==> src/rtl/spi_regs_ctrl.sv <==
// spi_regs_ctrl: SPI mode-0 slave to 4-byte register bank (0 LED rw, 1 SCRATCH rw, 2 ID ro, 3 WRCNT ro); ports clk_i/rst_i, spi_sck_i/spi_cs_i/spi_mosi_i in, spi_miso_o, led_o, wr_stb_o/wr_addr_o/wr_data_o out; define SPI_REGS_CTRL_BURST_EN for per-byte address auto-increment.
module spi_regs_ctrl #(
  parameter int ADDR_W = 2,
  parameter logic [7:0] ID_VALUE = 8'hA5
) (
  input  logic              clk_i,
  input  logic              rst_i,
  input  logic              spi_sck_i,
  input  logic              spi_cs_i,
  input  logic              spi_mosi_i,
  output logic              spi_miso_o,
  output logic [7:0]        led_o,
  output logic              wr_stb_o,
  output logic [ADDR_W-1:0] wr_addr_o,
  output logic [7:0]        wr_data_o
);
  typedef enum logic [1:0] {IDLE, CMD, DATA} state_t;
  state_t state;
  logic [2:0] sck_p, cs_p;
  logic [1:0] mosi_p, settle;
  logic sck_rise, sck_fall, cs_rise, cs_fall, mosi_b, armed, rw, byte_done, wr_ok;
  logic [2:0] cnt;
  logic [7:0] rx, tx, scratch, wrcnt, byte_in, rd_data;
  logic [ADDR_W-1:0] addr, cmd_addr, next_addr, rd_addr;
  always_comb begin
    byte_in = {rx[6:0], mosi_b};
    byte_done = sck_rise && cnt == 3'd7;
    cmd_addr = byte_in[ADDR_W-1:0];
`ifdef SPI_REGS_CTRL_BURST_EN
    next_addr = addr + ADDR_W'(1);
`else
    next_addr = addr;
`endif
    rd_addr = (state == CMD) ? cmd_addr : next_addr;
    rd_data = (rd_addr == ADDR_W'(0)) ? led_o :
              (rd_addr == ADDR_W'(1)) ? scratch :
              (rd_addr == ADDR_W'(2)) ? ID_VALUE :
              (rd_addr == ADDR_W'(3)) ? wrcnt : 8'h00;
    wr_ok = addr < ADDR_W'(2);
  end
  assign spi_miso_o = (state == DATA && rw) ? tx[7] : 1'b0;
  always_ff @(posedge clk_i) begin
    if (rst_i) begin
      sck_p <= 3'b000;
      cs_p <= 3'b111;
      mosi_p <= 2'b00;
      {sck_rise, sck_fall, cs_rise, cs_fall, mosi_b} <= '0;
      settle <= 2'd0;
      armed <= 1'b0;
      state <= IDLE;
      cnt <= 3'd0;
      rx <= 8'h00;
      tx <= 8'h00;
      rw <= 1'b0;
      addr <= '0;
      led_o <= 8'h00;
      scratch <= 8'h00;
      wrcnt <= 8'h00;
      wr_stb_o <= 1'b0;
      wr_addr_o <= '0;
      wr_data_o <= 8'h00;
    end else begin
      sck_p <= {sck_p[1:0], spi_sck_i};
      cs_p <= {cs_p[1:0], spi_cs_i};
      mosi_p <= {mosi_p[0], spi_mosi_i};
      sck_rise <= sck_p[1] & ~sck_p[2];
      sck_fall <= ~sck_p[1] & sck_p[2];
      cs_rise <= cs_p[1] & ~cs_p[2];
      cs_fall <= ~cs_p[1] & cs_p[2];
      mosi_b <= mosi_p[1];
      // cs pipeline holds its reset value for two cycles, so arming waits until it reflects the pin
      settle <= settle + {1'b0, settle != 2'd3};
      armed <= armed | (cs_p[1] & (settle == 2'd3));
      wr_stb_o <= 1'b0;
      if (cs_rise)
        state <= IDLE;
      else if (state == IDLE) begin
        if (cs_fall && armed) begin
          state <= CMD;
          cnt <= 3'd0;
        end
      end else if (sck_rise) begin
        rx <= byte_in;
        cnt <= cnt + 3'd1;
        if (byte_done) begin
          tx <= rd_data;
          if (state == CMD) begin
            rw <= byte_in[7];
            addr <= cmd_addr;
            state <= DATA;
          end else begin
            addr <= next_addr;
            if (!rw && wr_ok) begin
              if (addr == ADDR_W'(0)) led_o <= byte_in;
              if (addr == ADDR_W'(1)) scratch <= byte_in;
              wrcnt <= wrcnt + 8'd1;
              wr_stb_o <= 1'b1;
              wr_addr_o <= addr;
              wr_data_o <= byte_in;
            end
          end
        end
      end else if (sck_fall && state == DATA && cnt != 3'd0)
        // the fall right after a byte boundary keeps the freshly loaded bit7 on the line
        tx <= {tx[6:0], 1'b0};
    end
  end
endmodule

==> config.mk <==
export PLATFORM = sky130hd
export DESIGN_NAME = spi_regs_ctrl
export DESIGN_NICKNAME = d
export VERILOG_FILES = /design/src/rtl/spi_regs_ctrl.sv
export SDC_FILE = /design/constraint.sdc
export NUM_CORES = 1
export LEC_CHECK = 0
export CELL_PAD_IN_SITES_DETAIL_PLACEMENT = 2
export CELL_PAD_IN_SITES_GLOBAL_PLACEMENT = 2
export CORE_ASPECT_RATIO = 1.1
export CORE_MARGIN = 10
export CORE_UTILIZATION = 37
export CTS_BUF_LIST = sky130_fd_sc_hd__clkbuf_2 sky130_fd_sc_hd__clkbuf_4 sky130_fd_sc_hd__clkbuf_8
export CTS_CLUSTER_DIAMETER = 200
export CTS_CLUSTER_SIZE = 40
export DETAILED_ROUTE_END_ITERATION = 8
export GPL_TIMING_DRIVEN = 0
export PLACE_DENSITY_LB_ADDON = 0.1
export SYNTH_ARGS = -nofsm -noshare
export SYNTH_HDL_FRONTEND = slang
export SYNTH_SLANG_ARGS = --single-unit
==> constraint.sdc <==
create_clock -name clk_i -period 2.1 [get_ports clk_i]
set_input_delay 0.63 -clock clk_i [delete_from_list [all_inputs] [get_ports clk_i]]
set_output_delay 0.63 -clock clk_i [all_outputs]
set_load 0.02 [all_outputs]
==> run summary <==
HP Class -> flop to flop
Yosys reg bits -> 74
CP startpoint kind -> flop
Hold Buf Count CTS -> 0
Initial Util -> 38.57%
Port bufs -> 24
Rows -> 33
Clk root buf -> clkbuf_8
Critical path class -> flop to flop
Yosys Warn Count -> 0
Die area -> 11880 um2
Max-cap violations -> 0
CP arrival -> 2320 ps
Slew Viols, Final -> 0
Die height -> 113.3 um
Detailed-route DRC error count -> 0
Hold EP -> sck_rise$_SDFF_PP0_
Worst-path clk slew -> 90 ps
WP data required -> 2310 ps
Post-synth top area share -> 50.56%
Post-layout instance area -> 3675 um2
NetSw -> 0.6022 mW
Main combinational cell family by area after synthesis -> simple AND/OR/NAND/NOR gates
R2R setup slack -> -10 ps
Vias after detailed routing -> 2530
Antenna Cells -> 0
Hold path startpoint -> sck_p[2]$_SDFF_PP0_
WL per Instance -> 20.42 um
XOR/XNOR share of the synthesized area -> 2.092%
Synth area leader -> dfxtp_1
Final wirelength -> 9677 um
Layout cell share with drive strength beyond 1 -> 14.63%
Hold_ws -> 421.9 ps
Post-synthesis sequential area ratio -> 50.56%
CTS Buf Count -> 9
Worst-Margin Slew -> 785.9 ps
RePlAce Congestion -> 0.7986
Post-Syn Area per Cell -> 9.129 um2
Power per cell area -> 771.8 nW/um2
Core area -> 7597 um2
Failing checks -> negative setup slack
Setup crit end kind -> flop
Grt ovf -> 0
Post-synthesis compound-gate area fraction -> 14.18%
Hold Path Stages -> 1
Flop pwr share -> 50.2%
Cells after Synth -> 321
DR vias/cell -> 5.338
Slack of the critical path -> -12.49 ps
Worst-Skew Late Latency -> 350 ps
TritonRoute pass-1 iters -> 4
Fin util -> 48.37%
Multiplexer share of the synthesized area -> 8.454%
Max Clock Freq -> 0.4734 GHz
Power Internal -> 2.234 mW
Fill cell count -> 833
Result of the run -> finished with violations
Clk pwr share -> 47.6%
DP Area -> 3302 um2
Combinational share of power -> 2.3%
Mapped Nets -> 330
Sw frac -> 21.23%
Max-slew headroom -> 47.12%
Reg2Reg Depth -> 7
Layout area overhead -> 25.41%
Layout Nets -> 374
Io pins -> 25
LEAKAGE -> 1.340 nW
Asr flop ratio synth -> 0%
Synth unique cells -> 39
Synth Flop Type -> dfxtp_1
Largest net degree at the start of global routing -> 13
Main area contributors after synthesis -> dfxtp_1, a21oi_1, nand2_1, mux2i_1, nor2_1
Max Buffers Root-to-Sink -> 2
Number of synthesized flops with an enable pin -> 0
Antenna violations before repair -> 0
Post-DRT Antenna Nets -> 0
Post-detail-place hpwl -> 6161 um
Hold violation total from the final report -> 0
Tot Pwr -> 2.836 mW
Worst reg2reg path endpoint -> tx[3]$_SDFFE_PP0P_
Fin crit period -> 2112 ps
Fin crit share -> 100.6%
Synth Area in Simple Gates -> 19.64%
Reg-to-Reg Start -> state[1]$_SDFFE_PP0P_
H-tree depth -> 3
DRT iter0 DRCs -> 45
Maximum VDD drop -> 307.3 uV
RSZ-0062 raised after global routing -> yes
Final setup violation count -> 1
Die width -> 104.9 um
Top-count cell post-synth -> dfxtp_1
Skew final -> 11.21 ps
Vias in the first global route -> 2710
CTS Sinks -> 74
Critical-path maximum fanout -> 7
Synth top cells by count -> dfxtp_1, nand2_1, nor2_1
Adder-cell share of the synthesized area -> 1.708%
Post-synthesis cell area -> 2930 um2
CTS tree -> yes
First-pass GRT wire length -> 15150 um
Tot GR Track Use -> 16.22%
## layout by cell type (no fill, tap or decap), types with 2 or more instances in the layout
master	netlist	routed
a221oi_1	4	2
dfxtp_2	0	2
nor3b_1	3	3
nand4_1	5	5
xor2_1	5	5
a221oi_2	0	2
a22oi_1	2	2
clkdlybuf4s50_1	0	23
bufinv_16	0	3
nand3_1	10	10
mux2_4	4	4
o41ai_1	4	4
buf_4	0	11
inv_1	5	5
and3_1	2	2
nand2b_1	3	3
a21o_1	5	5
ha_1	4	3
a21oi_1	31	31
nor2_1	36	35
nand2_1	41	40
clkbuf_1	16	8
mux2i_1	14	14
clkbuf_2	0	6
clkbuf_8	0	9
xnor2_1	2	2
o21ai_0	15	14
dfxtp_1	74	72
or2_2	3	3
nor2b_1	9	9
nand3b_1	4	4
a211oi_1	5	5
## cells by family (layout without fill, tap and decap cells)
logic type,Yosys count,count (layout)
simple gates,122,122
flops,74,74
compound gates,69,69
buf+inv,24,72
mux,21,21
xor+xnor,7,7
fa+ha+maj,4,4
## layer usage
metal | track usage [%] | wire length [um] | vias to the layer above
li1 | - | - | 1199
met1 | 19.48 | 4273 | 1282
met2 | 28.07 | 4940 | 35
met3 | 3.292 | 305 | 14
met4 | 5.769 | 158 | 0
met5 | 0 | 0 | -
## registers in the layout, summed over array words and instances (netlist names), 3 cells and up
signal	count
cnt	3
cs_p	3
led_o	8
rx	7
sck_p	3
scratch	8
tx	8
wr_data_o	8
wrcnt	8
## power by group through the flow
stage,sequential [mW],combinational (mW),clock [mW]
floorplan,1.45,0.0366,0
detailed placement,1.46,0.0631,0
finish,1.42,0.0646,1.35
CTS,1.42,0.0648,1.36
global route,1.42,0.0726,1.45
global placement,1.45,0.0616,0
## timing repair
action | 4_1_cts | 5_1_grt
endpoints found under the setup margin | 39 | 37
pin swaps | 0 | 2
setup buffers | 5 | 4
resized for setup | 17 | 11
## through the flow
step / TNS (ps) / instances / worst slack (ps)
6_report: -12.49 / 474 / -12.49
5_1_grt: -135.3 / 474 / -101.5
4_1_cts: 0 / 470 / 1.334
3_5_place_dp: -14720 / 450 / -410.5
3_3_place_gp: -12220 / 450 / -345.0
2_1_floorplan: 0 / 321 / 218.7
## area by class of cell
class	instances	area [um2]	area share, %
flip-flops and latches	74	1484	40.38
multi-input cells	223	1404	38.20
repair buffers	33	306.5	8.342
clock buffers	10	131.4	3.575
well taps	105	131.4	3.575
clock inverters	5	103.9	2.826
plain buffers	19	95.09	2.588
inverters	5	18.77	0.5107
## how the worst max path moves through the flow
stage,startpoint,to,slack (ps),depth (start not counted)
floorplan,cnt[1]$_SDFFE_PP0P_,wrcnt[2]$_SDFFE_PP0P_,220,8
global placement,cnt[1]$_SDFFE_PP0P_,wrcnt[2]$_SDFFE_PP0P_,-350,8
detailed placement,cnt[1]$_SDFFE_PP0P_,wrcnt[2]$_SDFFE_PP0P_,-410,8
CTS,cnt[1]$_SDFFE_PP0P_,wr_data_o[7]$_SDFFE_PP0P_,1,8
global route,state[1]$_SDFFE_PP0P_,tx[3]$_SDFFE_PP0P_,-100,7
finish,state[1]$_SDFFE_PP0P_,tx[3]$_SDFFE_PP0P_,-10,7
## worst max-delay path: stages (launching register included)
cell and delay, ps:
dfxtp_2 400, nand2b_1 170, buf_6 160, mux2i_4 330, buf_4 170, mux2_4 310
a221oi_1 320, o41ai_1 110
Power figures use the tool's default switching activity.
